`src/rtl/conv2d_pkg.sv`:
```
// Shared types and kernel-size constants for the conv2D compute stage.
package conv2d_pkg;

    typedef enum logic [1:0] {
        StIdle,
        StLoadWt,
        StAccum,
        StOut
    } state_e;

    localparam int unsigned WT_DIM_DEF = 3;

    function automatic int unsigned wt_size(input int unsigned dim);
        return dim * dim;
    endfunction

    function automatic int unsigned half_wt_dim(input int unsigned dim);
        return dim / 2;
    endfunction

    localparam int unsigned WT_SIZE     = wt_size(WT_DIM_DEF);
    localparam int unsigned HALF_WT_DIM = half_wt_dim(WT_DIM_DEF);

endpackage

```
`src/rtl/conv2d_compute_if.sv`:
```
// Read-response and write-data streams between the memory interface (master)
// and the compute stage (slave).
interface conv2d_compute_if #(
    parameter int unsigned DWIDTH = 32
);
    logic [DWIDTH-1:0] rdata;
    logic              rdata_valid;
    logic              rdata_ready;
    logic [DWIDTH-1:0] wdata;
    logic              wdata_valid;
    logic              wdata_ready;

    modport master (
        output rdata, rdata_valid, wdata_ready,
        input  rdata_ready, wdata, wdata_valid
    );

    modport slave (
        input  rdata, rdata_valid, wdata_ready,
        output rdata_ready, wdata, wdata_valid
    );
endinterface

```
`src/rtl/conv2d_mac.sv`:
```
// Multiply-accumulate with clear and enable; product and sum wrap modulo 2^DWIDTH.
module conv2d_mac #(
    parameter int unsigned DWIDTH = 32
) (
    input  logic              clk,
    input  logic              rst_n,
    input  logic              clr_i,
    input  logic              en_i,
    input  logic [DWIDTH-1:0] a_i,
    input  logic [DWIDTH-1:0] b_i,
    output logic [DWIDTH-1:0] acc_o
);
    logic [DWIDTH-1:0] acc_q, acc_d, prod;

    // Low DWIDTH bits of a product are identical for signed and unsigned operands.
    always_comb begin
        prod  = a_i * b_i;
        acc_d = acc_q;
        if (clr_i) begin
            acc_d = '0;
        end else if (en_i) begin
            acc_d = acc_q + prod;
        end
    end

    always_ff @(posedge clk or negedge rst_n) begin
        if (!rst_n) begin
            acc_q <= '0;
        end else begin
            acc_q <= acc_d;
        end
    end

    assign acc_o = acc_q;
endmodule

```
`src/rtl/conv2d_compute.sv`:
```
// conv2D compute stage: loads the kernel, then emits one OFM element per window.
// Define CONV2D_RELU_EN to clamp negative outputs to zero.
module conv2d_compute
    import conv2d_pkg::*;
#(
    parameter int unsigned DWIDTH = 32,
    parameter int unsigned WT_DIM = WT_DIM_DEF
) (
    input  logic        clk,
    input  logic        rst_n,
    input  logic        start_i,
    input  logic [31:0] fm_dim_i,
    output logic        idle_o,
    conv2d_compute_if.slave bus
);
    localparam int unsigned WtSize = wt_size(WT_DIM);
    localparam int unsigned HalfWt = half_wt_dim(WT_DIM);
    localparam int unsigned CntW   = (WT_DIM > 1) ? $clog2(WT_DIM) : 1;
    localparam int unsigned IdxW   = (WtSize > 1) ? $clog2(WtSize) : 1;
    localparam logic [CntW-1:0] CntMax = CntW'(WT_DIM - 1);

    state_e            state_q;
    logic [CntW-1:0]   m_q, n_q, m_step, n_step;
    logic [31:0]       x_q, y_q, fm_dim_q;
    logic [DWIDTH-1:0] wt_q [WtSize];
    logic [IdxW-1:0]   wt_idx;
    logic [31:0]       idx, idy;
    logic              halo, rd_fire, last_mn, mac_clr, mac_en;
    logic [DWIDTH-1:0] acc;

    always_comb begin
        wt_idx  = IdxW'(m_q) * IdxW'(WT_DIM) + IdxW'(n_q);
        // Two's-complement wrap makes bit 31 the "below zero" flag.
        idx     = x_q + 32'(n_q) - 32'(HalfWt);
        idy     = y_q + 32'(m_q) - 32'(HalfWt);
        halo    = idx[31] | idy[31] | (idx >= fm_dim_q) | (idy >= fm_dim_q);
        last_mn = (m_q == CntMax) && (n_q == CntMax);
        n_step  = (n_q == CntMax) ? '0 : n_q + 1'b1;
        m_step  = m_q;
        if (n_q == CntMax) begin
            m_step = (m_q == CntMax) ? '0 : m_q + 1'b1;
        end
        bus.rdata_ready = (state_q == StLoadWt) | ((state_q == StAccum) & ~halo);
        rd_fire = bus.rdata_valid & bus.rdata_ready;
        mac_en  = (state_q == StAccum) & rd_fire;
        mac_clr = ((state_q == StLoadWt) & rd_fire & last_mn)
                | ((state_q == StOut) & bus.wdata_ready);
    end

    conv2d_mac #(
        .DWIDTH(DWIDTH)
    ) u_mac (
        .clk  (clk),
        .rst_n(rst_n),
        .clr_i(mac_clr),
        .en_i (mac_en),
        .a_i  (wt_q[wt_idx]),
        .b_i  (bus.rdata),
        .acc_o(acc)
    );

    always_ff @(posedge clk or negedge rst_n) begin
        if (!rst_n) begin
            state_q  <= StIdle;
            m_q      <= '0;
            n_q      <= '0;
            x_q      <= '0;
            y_q      <= '0;
            fm_dim_q <= '0;
            wt_q     <= '{default: '0};
        end else begin
            unique case (state_q)
                StIdle: begin
                    if (start_i) begin
                        state_q  <= StLoadWt;
                        fm_dim_q <= fm_dim_i;
                        m_q      <= '0;
                        n_q      <= '0;
                        x_q      <= '0;
                        y_q      <= '0;
                    end
                end
                StLoadWt: begin
                    if (rd_fire) begin
                        wt_q[wt_idx] <= bus.rdata;
                        m_q          <= m_step;
                        n_q          <= n_step;
                        if (last_mn) begin
                            state_q <= (fm_dim_q == '0) ? StIdle : StAccum;
                        end
                    end
                end
                StAccum: begin
                    // Halo cells step without a read beat.
                    if (halo || rd_fire) begin
                        m_q <= m_step;
                        n_q <= n_step;
                        if (last_mn) begin
                            state_q <= StOut;
                        end
                    end
                end
                StOut: begin
                    if (bus.wdata_ready) begin
                        state_q <= StAccum;
                        if (x_q == fm_dim_q - 32'd1) begin
                            x_q <= '0;
                            if (y_q == fm_dim_q - 32'd1) begin
                                state_q <= StIdle;
                            end else begin
                                y_q <= y_q + 32'd1;
                            end
                        end else begin
                            x_q <= x_q + 32'd1;
                        end
                    end
                end
                default: state_q <= StIdle;
            endcase
        end
    end

    assign idle_o          = (state_q == StIdle);
    assign bus.wdata_valid = (state_q == StOut);
`ifdef CONV2D_RELU_EN
    assign bus.wdata = acc[DWIDTH-1] ? '0 : acc;
`else
    assign bus.wdata = acc;
`endif
endmodule

```
`src/flat_wrapper.sv`:
```
// flat-port wrapper written by rule: the top's interface ports become plain ports
module conv2d_compute_flat import conv2d_pkg::*;
#(
    parameter int unsigned DWIDTH = 32,
    parameter int unsigned WT_DIM = WT_DIM_DEF
)
  (clk, rst_n, start_i, fm_dim_i, idle_o, bus_rdata, bus_rdata_valid, bus_wdata_ready, bus_rdata_ready, bus_wdata, bus_wdata_valid);
  conv2d_compute_if #(.DWIDTH(DWIDTH)) bus_i ();
  input  logic clk;
  input  logic rst_n;
  input  logic start_i;
  input  logic [31:0] fm_dim_i;
  output logic idle_o;
  input wire logic [$bits(bus_i.rdata)-1:0] bus_rdata;
  input wire logic [$bits(bus_i.rdata_valid)-1:0] bus_rdata_valid;
  input wire logic [$bits(bus_i.wdata_ready)-1:0] bus_wdata_ready;
  output wire logic [$bits(bus_i.rdata_ready)-1:0] bus_rdata_ready;
  output wire logic [$bits(bus_i.wdata)-1:0] bus_wdata;
  output wire logic [$bits(bus_i.wdata_valid)-1:0] bus_wdata_valid;
  assign bus_i.rdata = bus_rdata;
  assign bus_i.rdata_valid = bus_rdata_valid;
  assign bus_i.wdata_ready = bus_wdata_ready;
  assign bus_rdata_ready = bus_i.rdata_ready;
  assign bus_wdata = bus_i.wdata;
  assign bus_wdata_valid = bus_i.wdata_valid;
  conv2d_compute #(.DWIDTH(DWIDTH), .WT_DIM(WT_DIM)) u_core (.clk(clk), .rst_n(rst_n), .start_i(start_i), .fm_dim_i(fm_dim_i), .idle_o(idle_o), .bus(bus_i));
endmodule
```
`config.mk`:
```
export PLATFORM = sky130hd
export DESIGN_NAME = conv2d_compute_flat
export DESIGN_NICKNAME = d
export VERILOG_FILES = /design/src/rtl/conv2d_pkg.sv /design/src/rtl/conv2d_compute_if.sv /design/src/rtl/conv2d_mac.sv /design/src/rtl/conv2d_compute.sv /design/src/flat_wrapper.sv
export SDC_FILE = /design/constraint.sdc
export NUM_CORES = 2
export LEC_CHECK = 0
export ABC_AREA = 1
export CORE_MARGIN = 10
export CORE_UTILIZATION = 40
export DETAILED_ROUTE_END_ITERATION = 8
export PLACE_DENSITY = 0.64
export SYNTH_ARGS = -nofsm -noshare
export SYNTH_HDL_FRONTEND = slang
export SYNTH_SLANG_ARGS = --single-unit
export TNS_END_PERCENT = 5
```
`constraint.sdc`:
```
create_clock -name clk -period 11.49 [get_ports clk]
set_input_delay 1.149 -clock clk [delete_from_list [all_inputs] [get_ports clk]]
set_output_delay 1.149 -clock clk [all_outputs]
set_load 0.02 [all_outputs]
```
==> results_dict.tcl <==
set metrics [dict create \
    critPathRequiredTime_ps 12070 \
    initial_core_util_pct 40.4 \
    cap_violations 0 \
    firstDrtPassIters 6 \
    die_w_um 347 \
    cp_max_fo 19 \
    arrival_ps 11110 \
    drc 0 \
    cts_made_buffers 52 \
    ys_types 53 \
    slew_headroom_pct 21.2 \
    ios 104 \
    die_area_mm2 0.120 \
    critPathKind "reg -> reg" \
    cts_max_level 2 \
    finalHoldViolations 0 \
    async_flop_share_pct 100 \
    cts_sinks 422 \
    grt_max_degree 156 \
    synth_edf_count 0 \
    final_antenna_net_count 0 \
    globalRouteOverflowTotal 0 \
    yosys_warnings 0 \
    path_clk_slew_ps 70 \
    drive_gt1_share_pct 5.23 \
    synth_ff_type "dfrtp_1" \
    clock_insertion_delay_worst_skew_ps 670 \
    port_buffers 103 \
    post_cts_resized 0 \
    wl_per_cell_um 19.5 \
    diodes 0 \
    drt-initial-drc-count 3210 \
    coreArea_mm2 0.106 \
    hp-class "reg -> reg" \
    setup_viol 0 \
    dieHeight_um 347 \
    rsz0062_at_grt "no" \
    max_freq_ghz 0.0950 \
    syn-num-nets 6276 \
    cts_hold_buf 0 \
    fin_nets 6295 \
    netlist_area_mm2 0.0426 \
    clock_path_buffers 3 \
    multi_input_area_mm2 0.0279 \
    layout-area-overhead-vs-synth_pct 10.0 \
    gr-usage-all-layers_pct 22.2 \
    max_stage_delay_ps 590 \
    grt_pass1_vias 36000 \
    num_rows 119 \
    wirelength_mm 134 \
    synth.avg_cell_area_um2 7.83 \
    period_minus_slack_ps 10530 \
    critPathLaunchType "flop" \
    finalCritPeriodShare_pct 91.6 \
    status "finished clean" \
    cts_setup_buffers 0 \
    syn_inst 5444 \
    clockRootBuffer "clkbuf_16" \
    timing.critical_path.mode_cell "fa_1" \
    worstMarginPinSlew_ps 1180 \
    dp_hpwl_mm 104 \
    gp_congestion 0.942 \
    synth-seq-cells 422 \
    grt_pass1_wl_mm 212 \
    antenna_found_initial 3 \
    finalClockSkew_ps 29.8 \
    critPathCaptureType "flop" \
    cp_slowest_cell "nor2_2" \
    cts_tree "done" \
    viasPerCell 5.27 \
    num-fill-cells 10400 \
    ys_seq_area_share_pct 24.8 \
    slew_viol_final 0 \
    seq_area_mm2 0.0106 \
    tns_ps 0 \
    num_vias 36300 \
]
-- path summary, 6_finish.rpt --
path	from	end	slack (ps)	cells after the start
min	u_core.wt_q[52]$_DFFE_PN0P_	u_core.wt_q[52]$_DFFE_PN0P_	480	2
min reg2reg	u_core.wt_q[52]$_DFFE_PN0P_	u_core.wt_q[52]$_DFFE_PN0P_	480	2
max	u_core.m_q[0]$_DFFE_PN0P_	u_core.u_mac.acc_o[30]$_DFFE_PN0P_	960	31
max in group asynchronous	rst_n	u_core.wt_q[154]$_DFFE_PN0P_	8460	3
max reg2reg	u_core.m_q[0]$_DFFE_PN0P_	u_core.u_mac.acc_o[30]$_DFFE_PN0P_	960	31
min in group asynchronous	rst_n	u_core.u_mac.acc_o[15]$_DFFE_PN0P_	530	1
-- registers in the layout, indices dropped and copies added (netlist names) --
name,cells
u_core.fm_dim_q,32
u_core.u_mac.acc_o,32
u_core.x_q,32
u_core.wt_q,288
u_core.n_q,2
u_core.m_q,2
u_core.y_q,32
u_core.state_q,2
-- cell families (layout without fill, tap and decap cells) --
| family | Yosys count | after routing | share of synthesized area [%] |
|---|---|---|---|
| AOI/OAI and AO/OA | 714 | 714 | 9.28 |
| xor gates and xnor gates | 189 | 189 | 3.93 |
| adders and majority gates | 763 | 763 | 30.2 |
| buffers and inverters | 1109 | 1168 | 10.0 |
| DFF | 422 | 422 | 24.8 |
| and+or+nand+nor | 2247 | 2247 | 21.9 |
-- layout make-up --
type	instances	share of cell area, %
tap	1391	3.71
clock buffer	66	3.03
sequential	422	22.5
multi-input combinational	3913	59.4
inverter	897	7.18
timing repair buffer	177	3.44
clock inverter	28	0.765
-- cells in the final DEF, fill, tap and decap left out, types with 35 or more instances in the layout --
cell type        count
nor3_1              37
a21oi_1            163
nor2_1             546
clkbuf_16           52
nand4_1             64
xnor2_1             35
inv_1              875
fa_1               442
buf_4               72
ha_1               320
nand3_1            261
o21ai_0            403
xor2_1             151
dfrtp_1            422
nand2_1           1233
clkdlybuf4s50_1    102
-- synthesized netlist by cell type (12+ instances only) --
master,number,area share (%)
fa_1,442,21
nor2_1,547,4.8
xor2_1,151,3.1
ha_1,321,9.4
a21oi_1,163,1.9
o22ai_1,20,0.29
or2_2,25,0.37
nor4_1,14,0.21
inv_1,876,7.7
o21ai_1,13,0.15
xnor2_1,35,0.72
nand2_2,15,0.22
buf_2,30,0.35
dfrtp_1,422,25
clkbuf_1,168,1.5
nor3_1,37,0.43
o21ai_2,32,0.66
nand3_1,261,3.1
o221ai_1,18,0.37
nand2_1,1242,11
clkinv_1,12,0.11
nand4_1,64,0.94
o21ai_0,403,4.7
-- stage by stage --
step                hold WS, ps  instances  worst slack [ps]  util (%)  instance area [µm²]
finish                      481       6894               962      44.5                46900
floorplan                   446       5444              2770         -                42600
CTS                         480       6894              1040      44.5                46900
detailed placement          466       6800              1100      42.8                45100
global route                493       6894               379      44.5                46900
global placement            459       6800              1160      42.8                45100
-- worst max-delay path, delay by kind of cell (launching register included) --
family	cells	cell delay [ps]
xor+xnor	1	280
flops	1	420
compound gates	4	1340
buf+inv	10	1470
fa+ha+maj	12	5640
simple gates	4	1280
-- per-layer routing --
layer	GRT usage [%]	wire, µm	vias up
met3	4.70	11000	270
met1	29.2	57000	17800
met5	0	30	-
met4	8.21	5650	4
li1	-	-	17000
met2	35.7	60600	1299
Power is left out: the tool's default activity adds up to more than one toggle a clock period on the data nets, which glitch-free logic cannot reach.
